`config.mk`:
```
export PLATFORM = sky130hd
export DESIGN_NAME = approx_mult_pipe
export DESIGN_NICKNAME = d
export VERILOG_FILES = /design/src/rtl/approx_mult_pipe.sv
export SDC_FILE = /design/constraint.sdc
export NUM_CORES = 1
export LEC_CHECK = 0
export CORE_UTILIZATION = 30
export DETAILED_ROUTE_END_ITERATION = 16
export MAX_ROUTING_LAYER = met4
export PLACE_DENSITY_LB_ADDON = 0.1
export SLEW_MARGIN = 40
export SYNTH_ARGS = -nofsm -noshare
export SYNTH_HDL_FRONTEND = slang
export SYNTH_SLANG_ARGS = --single-unit
export TNS_END_PERCENT = 100
```
`constraint.sdc`:
```
create_clock -name clk -period 3.45 [get_ports clk]
set_clock_uncertainty 0.15 [all_clocks]
set_input_delay 0.345 -clock clk [delete_from_list [all_inputs] [get_ports clk]]
set_output_delay 0.345 -clock clk [all_outputs]
set_load 0.03 [all_outputs]
```
`src/rtl/approx_mult_pipe.sv`:
```
// Pipelined W x W unsigned multiplier with per-beat exact/approximate mode and valid/ready flow.
// Optional error statistic (err_max, stat_clr) is built when APPROX_ERR_STAT_EN is defined.
module approx_mult_pipe #(
  parameter int unsigned W    = 8,
  parameter int unsigned K    = W,
  parameter int unsigned COMP = 6
) (
  input  logic            clk,
  input  logic            rst_n,
  input  logic            in_valid,
  output logic            in_ready,
  input  logic [W-1:0]    in_a,
  input  logic [W-1:0]    in_b,
  input  logic            in_exact,
  output logic            out_valid,
  input  logic            out_ready,
  output logic [2*W-1:0]  out_p,
  output logic            out_exact
`ifdef APPROX_ERR_STAT_EN
  ,
  input  logic            stat_clr,
  output logic [2*W-1:0]  err_max
`endif
);

  localparam int unsigned PW      = 2 * W;
  localparam int          Ki      = int'(K);
  localparam logic [PW-1:0] LowMask = (PW'(1) << K) - PW'(1);
  localparam logic [PW-1:0] CompVal = PW'(COMP) & LowMask;

  logic adv;
  assign adv      = !out_valid || out_ready;
  assign in_ready = adv;

  // S1: partial-product rows, with columns below K dropped in approx mode
  logic [W-1:0] pp_d [W];
  logic         or_lo_d, or_hi_d;

  always_comb begin
    or_lo_d = 1'b0;
    or_hi_d = 1'b0;
    for (int j = 0; j < int'(W); j++) begin
      pp_d[j] = in_a & {W{in_b[j]}};
      for (int i = 0; i < int'(W); i++) begin
        if (!in_exact && (i + j < Ki)) begin
          if (i + j == Ki - 1) begin
            if (j < Ki / 2) or_lo_d = or_lo_d | pp_d[j][i];
            else            or_hi_d = or_hi_d | pp_d[j][i];
          end
          pp_d[j][i] = 1'b0;
        end
      end
    end
  end

  logic         s1_v, s1_lo, s1_hi, s1_ex;
  logic [W-1:0] s1_pp [W];

  always_ff @(posedge clk or negedge rst_n) begin
    if (!rst_n) begin
      s1_v  <= 1'b0;
      s1_lo <= 1'b0;
      s1_hi <= 1'b0;
      s1_ex <= 1'b0;
      for (int j = 0; j < int'(W); j++) s1_pp[j] <= '0;
    end else if (adv) begin
      s1_v <= in_valid;
      if (in_valid) begin
        s1_lo <= or_lo_d;
        s1_hi <= or_hi_d;
        s1_ex <= in_exact;
        for (int j = 0; j < int'(W); j++) s1_pp[j] <= pp_d[j];
      end
    end
  end

  // S2: reduce the rows to two operands (even rows / odd rows) plus the column-(K-1) carry
  logic [PW-1:0] sa_d, sb_d;
  logic [1:0]    e_d;

  always_comb begin
    sa_d = '0;
    sb_d = '0;
    for (int j = 0; j < int'(W); j++) begin
      if (j % 2 == 0) sa_d = sa_d + (PW'(s1_pp[j]) << j);
      else            sb_d = sb_d + (PW'(s1_pp[j]) << j);
    end
    e_d = {1'b0, s1_lo} + {1'b0, s1_hi};
  end

  logic          s2_v, s2_ex;
  logic [PW-1:0] s2_sa, s2_sb;
  logic [1:0]    s2_e;

  always_ff @(posedge clk or negedge rst_n) begin
    if (!rst_n) begin
      s2_v  <= 1'b0;
      s2_ex <= 1'b0;
      s2_sa <= '0;
      s2_sb <= '0;
      s2_e  <= '0;
    end else if (adv) begin
      s2_v  <= s1_v;
      s2_ex <= s1_ex;
      s2_sa <= sa_d;
      s2_sb <= sb_d;
      s2_e  <= e_d;
    end
  end

  // S3: carry-propagate add; approx results carry the compensation constant in the low K bits
  logic [PW-1:0] p_d;

  always_comb begin
    p_d = s2_sa + s2_sb + (PW'(s2_e) << K);
    if (!s2_ex) p_d = (p_d & ~LowMask) | CompVal;
  end

  always_ff @(posedge clk or negedge rst_n) begin
    if (!rst_n) begin
      out_valid <= 1'b0;
      out_p     <= '0;
      out_exact <= 1'b0;
    end else if (adv) begin
      out_valid <= s2_v;
      out_p     <= p_d;
      out_exact <= s2_ex;
    end
  end

`ifdef APPROX_ERR_STAT_EN
  logic [W-1:0]  s1_a, s1_b, s2_a, s2_b;
  logic [PW-1:0] ex_p, err_d;

  always_ff @(posedge clk or negedge rst_n) begin
    if (!rst_n) begin
      s1_a <= '0;
      s1_b <= '0;
      s2_a <= '0;
      s2_b <= '0;
      ex_p <= '0;
    end else if (adv) begin
      if (in_valid) begin
        s1_a <= in_a;
        s1_b <= in_b;
      end
      s2_a <= s1_a;
      s2_b <= s1_b;
      ex_p <= PW'(s2_a) * PW'(s2_b);
    end
  end

  assign err_d = (ex_p >= out_p) ? (ex_p - out_p) : (out_p - ex_p);

  always_ff @(posedge clk or negedge rst_n) begin
    if (!rst_n) begin
      err_max <= '0;
    end else if (stat_clr) begin
      err_max <= '0;
    end else if (out_valid && out_ready && !out_exact && (err_d > err_max)) begin
      err_max <= err_d;
    end
  end
`endif

endmodule

```
==> metrics <==
root buffer cell=clkbuf_16; die height=approximately 150 um; Hold Path Class=reg -> reg; total number of vias=about 5,300; CTS tree=built; Setup TNS=0 ns; Placed Area=between 0.007 and 0.008 mm^2; DP Wirelength=12,100 um; GR Layer Usage met2=between 20 and 25%; P&R area growth vs syn=25.0%; GR Util met1=21.8%; first-pass GRT wire length=about 29,000 um; unrepaired setup endpoints after global routing=yes; initial antenna violation count=0; die span in x=roughly 150 um; Netlist cell types=47; crit path buf inv count=2; WS Path Type=reg -> reg; synthesis warning total=0; Placed Cells=about 1,100; overall global routing resource usage=approximately 16%; Iteration-0 DRC Markers=about 240; Post-synth EDFFs=0; Synth Register Bits=120; largest net degree at the start of global routing=between 80 and 90; Rows=55; Top FF cell, synth=dfrtp_1; status=complete, no violations; synthesized area=0.00694 mm^2; sequential share of the synthesized area=between 40% and 50%; final net count=around 900; Max Fclk=slightly below 300 MHz; total CTS buffers=17; startpoint type of the worst setup path=register; clock tree buffer depth=2; gpl congestion=between 0.8 and 0.9; Die ar.=between 0.02 and 0.025 mm^2; Crit path required time=roughly 3.6 ns; Synth top area share=43.3%; final instance area=between 0.008 and 0.009 mm^2; syn_nets=862; CTS Sinks=120; Worst Path Arrival=about 3.6 ns; H-tree depth=4; GR Layer Usage met3=approximately 2.9%; Tmin final=3.44 ns; layout cells sized above 1=16.3%; drt pass-1 iters=4; IO Port Bufs=39; top-count cell post-synth=nand2_1; Max rail drop VDD=about 370 uV; WL per Instance=approximately 15 um; post-route ant nets=0; P_leak=just over 4 nW; Final Hold Vio Count=0; critical path peak fanout=3; synth cell count leaders=nand2_1, dfrtp_1, o21ai_0; detailed-route wire length=about 17,000 um; vias in the first global route=about 5,400; CP max stage delay=slightly below 0.4 ns; total gr overflow=0; worst rel slew slack=57.1%; fin crit share=between 90% and 100%; Synth area leaders=dfrtp_1, ha_1, nand2_1; vias per cell=around 4.8; worst hold slack=about 0.31 ns; Reg clk slew, reported paths=0.05 ns; CP cell instances=ha_1 -> ha_4 -> fa_2 -> a21o_1 -> a21oi_2 -> o21ai_2 -> o41ai_2 -> xnor2_1 -> ha_2 -> buf_4 -> buf_4 -> a211oi_2 -> o31ai_1; Top Ports=40; # DRC=0; total power=0.00697 W; slowest cell on the critical path=dfrtp_1; MaxCap Viol Count=0; setup violators final=0; Initial Util=30.7%; Slew Limit Fails=0; Worst-Margin Slew=0.643 ns; ys async rst share=100%; post-synthesis cell count=~760; GRT busiest layer=met2; Core Box Area=about 0.023 mm^2; family with the most delay on the worst path=adder cells; Final Non-Filler Cells=1,115; CP endpoint kind=register; syn avg cell area=roughly 9.1 um^2; antenna cells=0; clock latency on the worst-skew pair=between 0.4 and 0.5 ns; cell area power density=803 mW/mm^2; CP most frequent cell=buf_4; Synth area leader=dfrtp_1
-- flip-flops by register name (all words and copies together) (netlist names) --
register   cells
s1_pp         64
s1_v           1
out_exact      1
s2_sa         15
s2_sb         15
s2_v           1
s2_e           2
s1_ex          1
s1_lo          1
out_valid      1
out_p         16
s2_ex          1
s1_hi          1
-- cells in the final DEF (no fill, tap or decap), types with 12 or more instances in the layout --
| master | Yosys | routed |
|---|---|---|
| a21o_1 | 12 | 12 |
| a21oi_1 | 31 | 19 |
| a21oi_2 | 1 | 12 |
| buf_4 | 0 | 42 |
| clkbuf_16 | 0 | 17 |
| clkdlybuf4s50_1 | 0 | 38 |
| dfrtp_1 | 120 | 120 |
| ha_1 | 64 | 56 |
| inv_1 | 24 | 19 |
| nand2_1 | 182 | 181 |
| nand3_1 | 39 | 39 |
| nor2_1 | 25 | 24 |
| o21ai_0 | 86 | 77 |
| o21ai_1 | 8 | 13 |
| xnor2_1 | 21 | 15 |
-- per-layer routing --
layer | share of wire (%) | wire length [um] | vias to the layer above
li1 | - | - | 2708
met1 | 50 | 8680 | 2500
met2 | 46 | 7860 | 75
met3 | 2.5 | 430 | 20
met4 | 1.6 | 268 | 0
met5 | 0 | 0 | -
-- through the flow --
stage | util (%) | worst slack (ns)
4_1_cts | 37.5 | 0.00179
5_1_grt | 38.3 | -0.241
3_3_place_gp | 34.3 | -0.126
3_5_place_dp | 34.4 | -0.183
6_report | 38.3 | 0.00981
2_1_floorplan | - | 0.0128
-- final cells by class --
cell class	count	area, um^2
fill	2241	14000
multi-input combinational	569	3900
sequential	120	3000
timing repair buffer	85	759
clock buffer	20	447
tap	285	357
clock inverter	12	128
inverter	24	90.1
-- cells by family after synthesis --
logic type,synth area share [%]
buffers and inverters,4.34
flip-flops,43.3
XOR/XNOR,4.04
AND/OR/NAND/NOR,16.6
adder cells (fa/ha/maj),15.9
multiplexers,0.162
AO/OA/AOI/OAI,15.8
-- worst paths after layout --
| kind | startpoint | to | slack (ns) | cells after the start |
|---|---|---|---|---|
| setup reg to reg | s1_pp[33]$_DFFE_PN0P_ | s2_sb[13]$_DFFE_PN0N_ | 0.01 | 13 |
| setup / recovery | s1_pp[33]$_DFFE_PN0P_ | s2_sb[13]$_DFFE_PN0N_ | 0.01 | 13 |
| hold reg to reg | s2_sa[0]$_DFFE_PN0N_ | s2_sa[0]$_DFFE_PN0N_ | 0.31 | 2 |
| hold / removal | s2_sa[0]$_DFFE_PN0N_ | s2_sa[0]$_DFFE_PN0N_ | 0.31 | 2 |
| min in group asynchronous | rst_n | out_p[15]$_DFFE_PN0N_ | 0.37 | 2 |
| max in group asynchronous | rst_n | s1_pp[30]$_DFFE_PN0P_ | 2.04 | 3 |
-- where the power goes --
part / internal (W) / switching [W]
registers: 0.00178 / 0.000247
clock network: 0.00108 / 0.000656
logic: 0.00145 / 0.00176
total: 0.00431 / 0.00266
-- worst reg2reg max path: cells and delay by family (launching register included) --
kind	cells	cell delay (ns)
xor+xnor	1	0.18
flops	1	0.39
compound gates	6	1.05
buf+inv	2	0.27
fa+ha+maj	4	1.27
-- what timing repair did --
action                     CTS  global route
hold endpoints to repair    63             0
hold buffers                 1             0
pin swaps                   32            45
setup endpoints to repair   10            10
buffers inserted             2             7
resized for setup           31            33
No activity file was read; power rests on OpenSTA's default activity.
